File: config.mk
export PLATFORM = sky130hd
export DESIGN_NAME = seq_detector_prog
export DESIGN_NICKNAME = d
export VERILOG_FILES = /design/src/rtl/seqdet_pkg.sv /design/src/rtl/seqdet_sat_counter.sv /design/src/rtl/seq_detector_prog.sv
export SDC_FILE = /design/constraint.sdc
export NUM_CORES = 1
export LEC_CHECK = 0
export ABC_CLOCK_PERIOD_IN_PS = 4750
export CAP_MARGIN = 40
export CORE_ASPECT_RATIO = 1.2
export CORE_MARGIN = 1.5
export CORE_UTILIZATION = 25
export DETAILED_ROUTE_END_ITERATION = 8
export SYNTH_ARGS = -nofsm -noshare
export SYNTH_HDL_FRONTEND = slang
export SYNTH_SLANG_ARGS = --single-unit
File: constraint.sdc
create_clock -name clk -period 4.75 [get_ports clk]
set_clock_uncertainty 0.15 [all_clocks]
set_input_delay 0.475 -clock clk [delete_from_list [all_inputs] [get_ports clk]]
set_output_delay 0.475 -clock clk [all_outputs]
set_load 0.01 [all_outputs]
File: src/rtl/seqdet_pkg.sv
// Shared types and helpers for the programmable serial pattern detector.
package seqdet_pkg;

    typedef enum logic {
        UNCFG = 1'b0,
        RUN   = 1'b1
    } state_t;

    // Width needed to hold a length value in the range 0..max_len.
    function automatic int lenw(input int max_len);
        return $clog2(max_len + 1);
    endfunction

    // Lengths beyond the supported maximum fall back to the maximum.
    function automatic int clamp_len(input int len, input int max_len);
        return (len > max_len) ? max_len : len;
    endfunction

endpackage

File: src/rtl/seqdet_sat_counter.sv
// Saturating event counter; clear beats increment.
module seqdet_sat_counter #(
    parameter int CNT_W = 8
) (
    input  logic             clk,
    input  logic             resetn,
    input  logic             inc,
    input  logic             clr,
    output logic [CNT_W-1:0] count
);

    logic [CNT_W-1:0] count_q;

    // Count events, hold at all-ones, clear on request.
    always_ff @(posedge clk or negedge resetn) begin
        if (!resetn) begin
            count_q <= '0;
        end else if (clr) begin
            count_q <= '0;
        end else if (inc && (count_q != {CNT_W{1'b1}})) begin
            count_q <= count_q + CNT_W'(1);
        end
    end

    assign count = count_q;

endmodule

File: src/rtl/seq_detector_prog.sv
// Runtime-programmable serial bit-pattern detector with Mealy match output,
// registered match copy and saturating match counter.
//
//   state | meaning
//   UNCFG | no legal configuration loaded yet, input stream ignored
//   RUN   | configured, accepted bits are shifted in and compared
module seq_detector_prog
    import seqdet_pkg::*;
#(
    parameter int MAX_LEN = 8,
    parameter int CNT_W   = 8
) (
    input  logic                       clk,
    input  logic                       resetn,
    input  logic                       cfg_we,
    input  logic [MAX_LEN-1:0]         cfg_pattern,
    input  logic [lenw(MAX_LEN)-1:0]   cfg_len,
    input  logic                       cfg_overlap,
    input  logic                       cnt_clr,
    input  logic                       in_valid,
    input  logic                       in_bit,
    output logic                       armed,
    output logic                       match,
    output logic                       match_q,
    output logic [CNT_W-1:0]           match_count
);

    localparam int LW = lenw(MAX_LEN);
    localparam logic [MAX_LEN:0] ONE = (MAX_LEN + 1)'(1);

    state_t             state_q, state_d;
    logic [MAX_LEN-1:0] pattern_q;
    logic [LW-1:0]      len_q;
    logic               overlap_q;
    // The newest bit is compared live from in_bit, so only MAX_LEN-1 past
    // bits ever need to be stored.
    logic [MAX_LEN-2:0] hist_q;
    logic [LW-1:0]      fill_q;
    logic               match_r;

    logic               cfg_ok;
    logic [LW-1:0]      cfg_len_c;
    logic               accepted;
    logic [MAX_LEN-1:0] mask;
    logic [MAX_LEN-1:0] window;
    logic               cmp_ok;
    logic               fill_ok;

    assign cfg_ok    = cfg_we && (cfg_len != '0);
    assign cfg_len_c = LW'(clamp_len(int'(cfg_len), MAX_LEN));
    // A config write steals the cycle, so any bit offered with it is dropped.
    assign accepted  = in_valid && (state_q == RUN) && !cfg_we;

    // Only the low len bits of pattern and history take part in the compare.
    assign mask    = MAX_LEN'((ONE << len_q) - ONE);
    assign window  = {hist_q, in_bit};
    assign cmp_ok  = ((window ^ pattern_q) & mask) == '0;
    assign fill_ok = fill_q >= (len_q - LW'(1));
    assign match   = accepted && fill_ok && cmp_ok;

    // State register.
    always_ff @(posedge clk or negedge resetn) begin
        if (!resetn) begin
            state_q <= UNCFG;
        end else begin
            state_q <= state_d;
        end
    end

    // Next-state logic: the first legal config write arms the detector for good.
    always_comb begin
        state_d = state_q;
        case (state_q)
            UNCFG:   if (cfg_ok) state_d = RUN;
            RUN:     state_d = RUN;
            default: state_d = UNCFG;
        endcase
    end

    // Configuration registers, reloaded on every legal write.
    always_ff @(posedge clk or negedge resetn) begin
        if (!resetn) begin
            pattern_q <= '0;
            len_q     <= '0;
            overlap_q <= 1'b0;
        end else if (cfg_ok) begin
            pattern_q <= cfg_pattern;
            len_q     <= cfg_len_c;
            overlap_q <= cfg_overlap;
        end
    end

    // History shift and fill tracking; non-overlap mode restarts fill after a match.
    always_ff @(posedge clk or negedge resetn) begin
        if (!resetn) begin
            hist_q <= '0;
            fill_q <= '0;
        end else if (cfg_ok) begin
            hist_q <= '0;
            fill_q <= '0;
        end else if (accepted) begin
            hist_q <= window[MAX_LEN-2:0];
            if (match && !overlap_q) begin
                fill_q <= '0;
            end else if (fill_q < len_q) begin
                fill_q <= fill_q + LW'(1);
            end
        end
    end

    // One-cycle delayed copy of the Mealy match.
    always_ff @(posedge clk or negedge resetn) begin
        if (!resetn) begin
            match_r <= 1'b0;
        end else begin
            match_r <= match;
        end
    end

    assign match_q = match_r;
    assign armed   = (state_q == RUN);

    seqdet_sat_counter #(
        .CNT_W (CNT_W)
    ) u_cnt (
        .clk    (clk),
        .resetn (resetn),
        .inc    (match),
        .clr    (cnt_clr),
        .count  (match_count)
    );

endmodule
==> results of run 1 <==
## metrics by stage
step                power (mW)  setup slack (ns)  hold slack [ns]  utilization [%]
floorplan                0.476              1.26           0.0294                -
finish                   0.758             0.570            0.348             32.1
global route             0.814             0.302            0.376             32.1
global placement         0.535             0.913            0.335             30.9
detailed placement       0.539             0.894            0.335             30.9
CTS                      0.771             0.554            0.352             32.1
## area by class of cell
| type | instances | area, sq um | area share, % |
|---|---|---|---|
| multi-input cells | 187 | 1190 | 45.2 |
| flip-flops and latches | 34 | 851 | 32.4 |
| repair buffers | 33 | 318 | 12.1 |
| well taps | 114 | 143 | 5.43 |
| clock buffers | 7 | 86.3 | 3.29 |
| inverters | 10 | 37.5 | 1.43 |
| clock inverters | 1 | 5.00 | 0.190 |
## logic make-up (layout without fill, tap and decap cells)
group                    after synthesis  in the layout  synth area share, %
AO/OA/AOI/OAI                         53             53                 16.2
XOR/XNOR                              12             12                 4.92
adder cells (fa/ha/maj)               16             16                 9.38
buffers and inverters                 22             51                 4.51
flip-flops                            34             34                 39.9
multiplexers                           2              2                0.996
AND/OR/NAND/NOR                      104            104                 24.1
## cells in the final DEF, fill, tap and decap left out, drive strengths merged, types with 2 or more instances in the layout
cell           netlist  final
clkbuf               6      7
nor3b                3      3
nor2b                6      6
o31ai                5      5
or4                  5      5
ha                  16     16
nand3b               4      4
nand2b               5      5
o211a                2      2
o41ai                2      2
o21a                 4      4
o22ai                4      4
or3                  3      3
xnor2                7      7
a21oi               17     17
nand2               54     54
dfrtp               34     34
nor2                 5      5
nand3                7      7
buf                  6      4
clkdlybuf4s50        0     29
o21ai                9      9
inv                 10     10
nor4                 4      4
xor2                 5      5
nor3                 5      5
## worst max-delay path: stages (launching register included)
cell	delay (ns)
dfrtp_1	0.43
inv_1	0.17
ha_1	0.31
nor3b_1	0.30
inv_1	0.08
ha_1	0.29
o2111a_1	0.15
or4_1	0.48
or4_1	0.45
inv_2	0.10
clkdlybuf4s50_1	0.53
## flip-flops by register name, indices dropped and copies added (netlist names)
name	flops
match_q	1
hist_q	7
fill_q	4
pattern_q	8
u_cnt.count	8
armed	1
len_q	4
overlap_q	1
## final timing paths
kind	cells after the start	endpoint	startpoint
worst max-delay path	10	match	len_q[0]
worst min-delay path	2	pattern_q[0]	pattern_q[0]
worst max register to register	11	u_cnt.count[5]	len_q[0]
worst min register to register	2	pattern_q[0]	pattern_q[0]
max in group asynchronous	2	u_cnt.count[0]	resetn
min in group asynchronous	2	pattern_q[0]	resetn
## per-layer routing
layer,part of all wire (%),GRT usage [%]
met5,0,0
met4,2.2,5.44
met3,3.0,1.98
met2,48,18.0
met1,46,14.7
## synthesized netlist by cell type (6+ instances only)
library cell,number
nand3_1,7
inv_1,9
ha_1,16
nand2_1,54
xnor2_1,7
o21ai_0,6
clkbuf_1,6
dfrtp_1,34
a21oi_1,17
nor2b_1,6
## power by group
| group | switching, mW | internal [mW] | leakage, nW | total, mW |
|---|---|---|---|---|
| logic | 0.0979 | 0.0894 | 0.630 | 0.187 |
| clock network | 0.107 | 0.117 | 0.0482 | 0.224 |
| registers | 0.0352 | 0.312 | 0.447 | 0.347 |
==> results by group, run 1 <==
Outcome
  – Outcome: completed

Floorplanning
  – Die area: between 0.009 and 0.01 sq mm
  – Std-Cell Rows: 36
  – Initial Util: a little over a quarter
  – Die Width: roughly 87 um
  – Die H: around 100 um
  – Core area: a little over 0.008 sq mm
  – I/O pins: 30

Synthesis
  – Post-synthesis sequential area ratio: between 30 and 40%
  – Post-synth top flop: dfrtp_1
  – Synth Instances: about 240
  – Post-synth top area cell: dfrtp_1
  – Post-Syn Area: about 0.0021 sq mm
  – Ys async rst share: between 90% and 100%
  – Syn_nets: around 280
  – EDFF count, synth: 0
  – Flops & latches, synth: 34
  – Syn avg cell area: 8.78 sq um
  – Synth cell types: between 40 and 50
  – Yosys warning total: 0
  – Top cells by area, synth: dfrtp_1 (40%), nand2_1 (9.5%), ha_1 (9.4%)
  – Area share of the largest cell type after synthesis: about two fifths

Clock tree
  – Setup Fix Bufs, Post-CTS: 0
  – Clock Path Buffers: 2
  – Clock sink count: 34
  – Post-cts sizing count: 0
  – Num CTS Buffers: 5
  – H-tree depth: 2
  – Reg clk slew, reported paths: around 0.07 ns
  – Insertion delay to the later sink of the worst-skew pair: 0.28 ns
  – Hold buffer count at CTS: 0
  – CTS tree: yes
  – Clock root buffer: clkbuf_8

Final layout
  – Ant diodes: 0
  – Final #Nets: approximately 310
  – Share of post-route cells with drive strength above 1: roughly 4.8%
  – Final non-filler cell area: 0.00263 sq mm
  – Fill count: 890
  – Finished Layout Cells: 386
  – Area Overhead vs Synth: 23.1%

Global routing
  – First-pass GRT wire length: 8.24 mm
  – Vias in the first global route: 1738
  – Largest net degree at the start of global routing: 35
  – Total GRT Usage: around 11%
  – Grt ovf: 0
  – Initial antenna violation count: 0

Power and ir drop
  – Worst vdd ir: between 100 and 150 uV
  – Leak: between 1 and 1.5 nW
  – Pwr Density: around 290 mW/mm^2

Worst setup path
  – Worst-path fanout max: 7
  – R2R Setup Slk: ~0.95 ns
  – WP data required: a little over 4 ns
  – CP arrival: 3.55 ns
  – Crit. End Element: output port
  – Critical path class: reg -> out
  – CP Launch Type: flip-flop

STA
  – Worst slew pin tran: 0.603 ns
  – Final Max Slew Viols: 0
  – Final TNS setup: 0 ns
  – Slew margin rel.: approximately three fifths
  – Maximum operating frequency: 239 MHz
  – Fin crit share: between 80% and 90%
  – Unrepaired setup endpoints after global routing: no
  – Hold Fails Final Rpt: 0
  – Setup violators final: 0
  – Minimum clock period: 4.18 ns

Place
  – Post-place instance area: between 0.002 and 0.003 sq mm
  – PortBufs: 29
  – Inst Count DP: roughly 380
  – Dpl hpwl: approximately 3.5 mm
  – Placer Congestion: around 0.81

Route
  – Via count: between 1500 and 2000
  – Routed len/inst: 12.7 um
  – DRT iter0 DRCs: 50
  – Post-route DRC: 0
  – Detail Route Antenna Nets: 0
  – Post-Route WL: 4.92 mm
  – Vias per cell: between 4 and 5
  – Initial DRT Pass Iterations: 4

Flow run
  – Maxcap violations: 0

Worst hold path
  – Worst hold path class: reg -> reg
Note: power is estimated with default switching activity, not from simulation.
==> run 2, diff against run 1 <==
- TNS_END_PERCENT: unset -> 5
==> results of run 2 <==
Same layout as run 1: the final DEF is identical, and so are final timing and power.
==> run 3, diff against run 2 <==
- CAP_MARGIN: 40 -> 20
- CORE_MARGIN: 1.5 -> 2
==> run 3 against run 2 <==
Net effect: combinational power increased by 3%; clock-buffer cell count is 2 lower; first-iteration DRC count is 120% higher; largest cell class unchanged.
==> results by group, run 3 (synthesis results as in run 1) <==
Clock tree
  – Reg clk slew, reported paths: 0.07 ns
  – Num CTS Buffers: 5
  – Setup Fix Bufs, Post-CTS: 0
  – Clock root buffer: clkbuf_8
  – Hold buffer count at CTS: 0
  – Insertion delay to the later sink of the worst-skew pair: between 0.2 and 0.3 ns
  – Clock Path Buffers: 2
  – Post-cts sizing count: 0
  – Clock sink count: 34
  – H-tree depth: 2
  – CTS tree: yes

Route
  – Initial DRT Pass Iterations: 4
  – Via count: 1869
  – Detail Route Antenna Nets: 0
  – Post-Route WL: between 5 and 6 mm
  – Post-route DRC: 0
  – DRT iter0 DRCs: ~110
  – Vias per cell: roughly 4.9
  – Routed len/inst: between 10 and 15 um

Worst setup path
  – CP Launch Type: flip-flop
  – Worst-path fanout max: 19
  – R2R depth: 11
  – CP arrival: around 3.7 ns
  – Slowest stage delay, CP: 0.53 ns
  – Buf+Inv Stages, Crit Path: 5
  – Critical path class: reg -> out
  – Crit path max-delay cell type: clkdlybuf4s50_1
  – Crit. End Element: output port
  – Worst flop-to-flop path startpoint: len_q[0]
  – R2R Setup Slk: around 0.99 ns
  – CP delay by family, top: simple AND/OR/NAND/NOR gates
  – FF-to-FF End: u_cnt.count[5]
  – WP data required: 4.12 ns
  – Crit path cell chain: inv_1 > ha_1 > nor3b_1 > inv_1 > ha_1 > o2111a_1 > or4_1 > or4_1 > buf_4 > inv_2 > clkdlybuf4s50_1

Global routing
  – Vias in the first global route: approximately 1800
  – Grt ovf: 0
  – Largest net degree at the start of global routing: 35
  – First-pass GRT wire length: around 8.6 mm
  – Total GRT Usage: 11.7%
  – Initial antenna violation count: 0

Final layout
  – Final Core Density: a little under a third
  – Area Overhead vs Synth: 22.3%
  – Final non-filler cell area: approximately 0.0026 sq mm
  – Final #Nets: 305
  – Commonest cells after routing, fill and taps aside: nand2_1 (54), dfrtp_1 (34), clkdlybuf4s50_1 (29)
  – Ant diodes: 0
  – Commonest non-fill, non-tap cell in the layout: nand2_1
  – Share of post-route cells with drive strength above 1: approximately 4.4%

Worst hold path
  – Hold EP: pattern_q[1]
  – Worst hold path class: reg -> reg
  – Hold depth: 2
  – Hold Path Origin: pattern_q[1]

STA
  – Hold Fails Final Rpt: 0
  – Slew margin rel.: approximately a third
  – Minimum clock period: about 4.3 ns
  – Unrepaired setup endpoints after global routing: no
  – Worst slew pin tran: 0.999 ns
  – Maximum operating frequency: ~230 MHz
  – Final Max Slew Viols: 0
  – Fin crit share: about nine tenths
  – Final TNS setup: 0 ns
  – Setup violators final: 0

Floorplanning
  – Die area: around 0.0093 sq mm
  – I/O pins: 30
  – Die H: roughly 110 um
  – Std-Cell Rows: 36
  – Die Width: 88.4 um
  – Initial Util: roughly a quarter
  – Core area: around 0.0082 sq mm

Place
  – Post-place instance area: 0.00253 sq mm
  – Placer Congestion: ~0.84
  – Dpl hpwl: 3.57 mm
  – PortBufs: 29

Power and ir drop
  – Power Total: 0.742 mW
  – Pwr Density: between 200 and 300 mW/mm^2
  – Worst vdd ir: 114 uV
  – Leak: between 1 and 1.5 nW

Outcome
  – Outcome: completed

Flow run
  – Maxcap violations: 0
[run 3: how the worst max path moves through the flow]
stage	from	endpoint	slack (ns)	depth (start not counted)
floorplan	len_q[0]	match	1.26	12
global placement	cfg_we	match	0.77	8
detailed placement	len_q[0]	match	0.74	11
CTS	len_q[0]	match	0.42	11
global route	len_q[0]	match	0.20	11
finish	len_q[0]	match	0.44	11
[run 3: final cells by class]
cell class | instances | area, sq um
clock inverters | 2 | 10.0
multi-input cells | 187 | 1190
inverters | 10 | 37.5
well taps | 114 | 143
clock buffers | 5 | 68.8
fillers | 898 | 5590
repair buffers | 32 | 313
flip-flops and latches | 34 | 851
[run 3: metal layers]
metal / GRT usage [%] / wire, um / share of wire, % / up-vias
met3: 2.19 / 183 / 3.7 / 11
met5: 0 / 0 / 0 / -
met4: 5.74 / 139 / 2.8 / 0
met2: 19.4 / 2510 / 50 / 31
met1: 14.2 / 2180 / 43 / 915
li1: - / - / - / 912
[run 3: per-stage QoR]
step / worst slack (ns) / cells / hold WS, ns
after global placement: 0.773 / 377 / 0.336
final: 0.441 / 384 / 0.354
after global routing: 0.196 / 384 / 0.403
after detailed placement: 0.740 / 377 / 0.338
after floorplan: 1.26 / 243 / 0.0294
after CTS: 0.416 / 384 / 0.359
[run 3: tightest hold or removal path: stages, from the launching register on]
cell and delay, ns:
dfrtp_1 0.36, nand2_1 0.05, nand2_1 0.06
[run 3: power breakdown]
part           switching, mW  internal [mW]
sequential            0.0344          0.312
clock                  0.106         0.0983
combinational          0.101         0.0906
